[src/rtl/switch_debounce_fsm.sv]
// Switch conditioner: input synchroniser, free-running sample tick, and an 8-state
// debounce FSM that produces a registered debounced level and a rising-edge tick.
module switch_debounce_fsm #(
    parameter int N           = 19,
    parameter int SYNC_STAGES = 2
) (
    input  logic clk,
    input  logic reset,
    input  logic sw_in,
    output logic db_level,
    output logic db_tick
);

    localparam logic [2:0] ZERO    = 3'd0;
    localparam logic [2:0] WAIT1_1 = 3'd1;
    localparam logic [2:0] WAIT1_2 = 3'd2;
    localparam logic [2:0] WAIT1_3 = 3'd3;
    localparam logic [2:0] ONE     = 3'd4;
    localparam logic [2:0] WAIT0_1 = 3'd5;
    localparam logic [2:0] WAIT0_2 = 3'd6;
    localparam logic [2:0] WAIT0_3 = 3'd7;

    logic [SYNC_STAGES-1:0] sync_q;
    logic                   sw_s;
    logic [N-1:0]           cnt;
    logic                   m_tick;
    logic [2:0]             state;
    logic [2:0]             next_state;
    logic                   level_next;
    logic                   tick_next;

    always_ff @(posedge clk or posedge reset) begin
        if (reset) begin
            sync_q <= '0;
        end else begin
            sync_q <= {sync_q[SYNC_STAGES-2:0], sw_in};
        end
    end

    assign sw_s = sync_q[SYNC_STAGES-1];

    // Sample-period timer runs independently of the FSM so the tick phase never slips.
    always_ff @(posedge clk or posedge reset) begin
        if (reset) begin
            cnt <= '0;
        end else begin
            cnt <= cnt + 1'b1;
        end
    end

    assign m_tick = (cnt == '0);

    always_comb begin
        next_state = state;
        case (state)
            ZERO:    if (sw_s)   next_state = WAIT1_1;
            WAIT1_1: if (!sw_s)  next_state = ZERO;
                     else if (m_tick) next_state = WAIT1_2;
            WAIT1_2: if (!sw_s)  next_state = ZERO;
                     else if (m_tick) next_state = WAIT1_3;
            WAIT1_3: if (!sw_s)  next_state = ZERO;
                     else if (m_tick) next_state = ONE;
            ONE:     if (!sw_s)  next_state = WAIT0_1;
            WAIT0_1: if (sw_s)   next_state = ONE;
                     else if (m_tick) next_state = WAIT0_2;
            WAIT0_2: if (sw_s)   next_state = ONE;
                     else if (m_tick) next_state = WAIT0_3;
            WAIT0_3: if (sw_s)   next_state = ONE;
                     else if (m_tick) next_state = ZERO;
            default: next_state = ZERO;
        endcase
    end

    // Outputs are decoded from next_state so the registered values line up with state.
    always_comb begin
        level_next = (next_state == ONE)     || (next_state == WAIT0_1) ||
                     (next_state == WAIT0_2) || (next_state == WAIT0_3);
        tick_next  = (state == WAIT1_3) && (next_state == ONE);
    end

    always_ff @(posedge clk or posedge reset) begin
        if (reset) begin
            state    <= ZERO;
            db_level <= 1'b0;
            db_tick  <= 1'b0;
        end else begin
            state    <= next_state;
            db_level <= level_next;
            db_tick  <= tick_next;
        end
    end

endmodule

[config.mk]
export PLATFORM = sky130hd
export DESIGN_NAME = switch_debounce_fsm
export DESIGN_NICKNAME = d
export VERILOG_FILES = /design/src/rtl/switch_debounce_fsm.sv
export SDC_FILE = /design/constraint.sdc
export NUM_CORES = 1
export LEC_CHECK = 0
export CAP_MARGIN = 20
export CORE_MARGIN = 1.5
export CORE_UTILIZATION = 55
export DETAILED_ROUTE_END_ITERATION = 8
export GPL_ROUTABILITY_DRIVEN = 0
export HOLD_SLACK_MARGIN = 0.06
export PLACE_DENSITY = 0.7
export SYNTH_ARGS = -nofsm -noshare
export SYNTH_HDL_FRONTEND = slang
export SYNTH_SLANG_ARGS = --single-unit
[constraint.sdc]
create_clock -name clk -period 1.9 [get_ports clk]
set_input_delay 0.38 -clock clk [delete_from_list [all_inputs] [get_ports clk]]
set_output_delay 0.38 -clock clk [all_outputs]
set_load 0.005 [all_outputs]
==> metrics.cfg <==
[yosys]
yosysUniqueCellTypes=23
synth.area.top_cells=dfrtp_1 (57%), xnor2_1 (11%), nand3_1 (4.8%), xor2_1 (3.1%), nand2_1 (2.3%)
netlist_instances=100
syn_nets=105
yosysSeqAreaShare_pct=56.64
avgSynthCellArea_um2=11.49
ys_ff_latch=26
synth-edff-count=0
synth_ff_type=dfrtp_1
async_reset_ff_share_pct=100.0
syn_area_um2=1149
synth_top_area_cell=dfrtp_1
yosys_warnings=0
synth_top_area_share_pct=56.64

[grt]
antenna_found_initial=0
grt_overflow=0
grt_pass1_vias=753
grt_pass1_wl_mm=3.346
track_usage_pct=18.53
grt_max_degree=27

[layout]
final_nets=116
seqCellArea_um2=650.6
design_area_um2=1274
multi_input_area_um2=479.2
fin_cells=137
syn_to_final_growth_pct=10.89
antenna_cells=0
drive_above_1_share_pct=10.00
nFillCells=170

[place]
place_area_um2=1237
io_buffers=4
dp.cells=133
place_hpwl_mm=1.363

[setup_path]
r2r_setup_slack_ns=0.15
crit_type=reg2reg
cp-end-kind=register
critPathRequiredTime_ns=2.12
worstPathArrival_ns=1.96
crit_fanout=4
start_kind=register

[cts]
cts_sinks=26
clockBufferDepth=2
cts_resized=0
clk_pin_slew_ns=0.13
insertion_delay_ns=0.33
htreeDepth=1
postCtsSetupBuffers=0
cts_root_buffer=clkbuf_4
cts_buffers=3
cts_hold_buffers=0
cts_tree=done

[timing]
setup-tns-final_ns=0
finalCritPeriodShare_pct=91.84
tightest_slew_ns=0.4945
fin_crit_ns=1.745
clock-skew-final_ns=0.01061
relSlewSlack_pct=66.78
hold_ws_ns=0.3670
hold_viol=0
setup_viol=0
drv_slew=0
clock.fmax_mhz=573.1
rsz0062_at_grt=false

[run]
max_cap_viol_count=0

[floorplanning]
num_io_pins=5
start_util_pct=58.55
die_h_um=48.70
std_cell_rows=16
die-width_um=48.70
die_area_um2=2372
core_um2=1962

[power_and_ir_drop]
powerDensity_nw_per_um2=672.5
ir_drop_mv=0.5156
p_leak_nw=0.5545

[drt]
ant_nets=0
wl_per_cell_um=13.73
wl_mm=1.881
drtPass1Iterations=4
drcViolationCount=0
routed_via_density=5.496
drt_first_iter_violations=7
vias=753

[status]
status=complete, no violations

[min_path]
hold_class=reg2reg

==> path summary, 6_finish.rpt <==
check | startpoint | to | depth (start not counted)
worst max-delay path | cnt[0] | state[2] | 6
worst min register to register | sync_q[0] | sync_q[1] | 0
max in group asynchronous | reset | state[1] | 3
worst min-delay path | sync_q[0] | sync_q[1] | 0
worst max register to register | cnt[0] | state[2] | 6
min in group asynchronous | reset | cnt[7] | 3
==> Yosys cell counts (all sizes together), types with 3 or more instances <==
| library cell | n |
|---|---|
| inv | 5 |
| xnor2 | 14 |
| nand3 | 11 |
| nor4 | 4 |
| xor2 | 4 |
| nor3 | 3 |
| nor2 | 7 |
| nand2 | 7 |
| nand4 | 5 |
| dfrtp | 26 |
==> worst max-delay path, cell delays in order, from the launching register on <==
cell     delay (ns)
dfrtp_1        0.44
inv_1          0.09
ha_1           0.14
nor4b_1        0.29
and2_2         0.25
nand4_2        0.12
mux2_1         0.32
==> power by group <==
group | internal [W] | switching [W]
Clock | 0.000117 | 0.000161
Combinational | 0.00000655 | 0.0000119
Sequential | 0.000557 | 0.00000277
==> layout by cell type, fill, tap and decap left out <==
cell type | synthesis | layout
nor4_4 | 1 | 1
dfrtp_1 | 26 | 26
nor3_1 | 3 | 3
nor4b_1 | 1 | 1
ha_1 | 2 | 2
xor2_1 | 4 | 4
clkdlybuf4s50_1 | 0 | 4
o21ai_0 | 1 | 1
nand4b_1 | 1 | 1
nand2b_1 | 1 | 1
nand4_2 | 1 | 1
a21oi_1 | 2 | 2
nand4_1 | 4 | 4
nor2_1 | 7 | 7
and4_1 | 1 | 1
nand2_1 | 7 | 7
mux2_1 | 2 | 2
inv_1 | 5 | 5
nor4_1 | 3 | 3
buf_4 | 0 | 2
and4_4 | 1 | 1
clkbuf_4 | 0 | 3
nand3_1 | 11 | 11
and2_2 | 1 | 1
clkbuf_8 | 0 | 1
xnor2_1 | 14 | 14
and3_2 | 1 | 1
==> cells by family after synthesis <==
| kind of cell | synth area share, % |
|---|---|
| flops | 56.64 |
| mux | 1.961 |
| compound gates | 1.307 |
| xor+xnor | 13.73 |
| simple gates | 22.55 |
| fa+ha+maj | 2.178 |
| buf+inv | 1.634 |
==> state kept, by name, indices dropped and copies added (netlist names) <==
signal	cells
cnt	19
db_level	1
db_tick	1
state	3
sync_q	2
==> metrics by stage <==
step / utilization [%] / setup slack, ns / power [W]
finish: 64.92 / 0.1550 / 0.0008566
global route: 64.92 / 0.004214 / 0.0008893
CTS: 64.92 / 0.1498 / 0.0008681
detailed placement: 63.07 / 0.1876 / 0.0005891
global placement: 63.07 / 0.2263 / 0.0005880
floorplan: - / 0.3029 / 0.0005794
==> routing by layer <==
metal  vias to the layer above  wire [µm]  global-route usage, %
met4                         0         44                  10.00
met1                       377        936                  24.74
met3                         5         42                  3.704
met2                         6        858                  28.54
met5                         -          0                      0
li1                        365          -                      -
==> cell type report <==
class	count	area share (%)
repair buffers	6	4.322
multi-input cells	69	37.62
inverters	5	1.473
clock buffers	4	2.849
flip-flops and latches	26	51.08
well taps	27	2.652
Note: power is estimated with default switching activity, not from simulation.
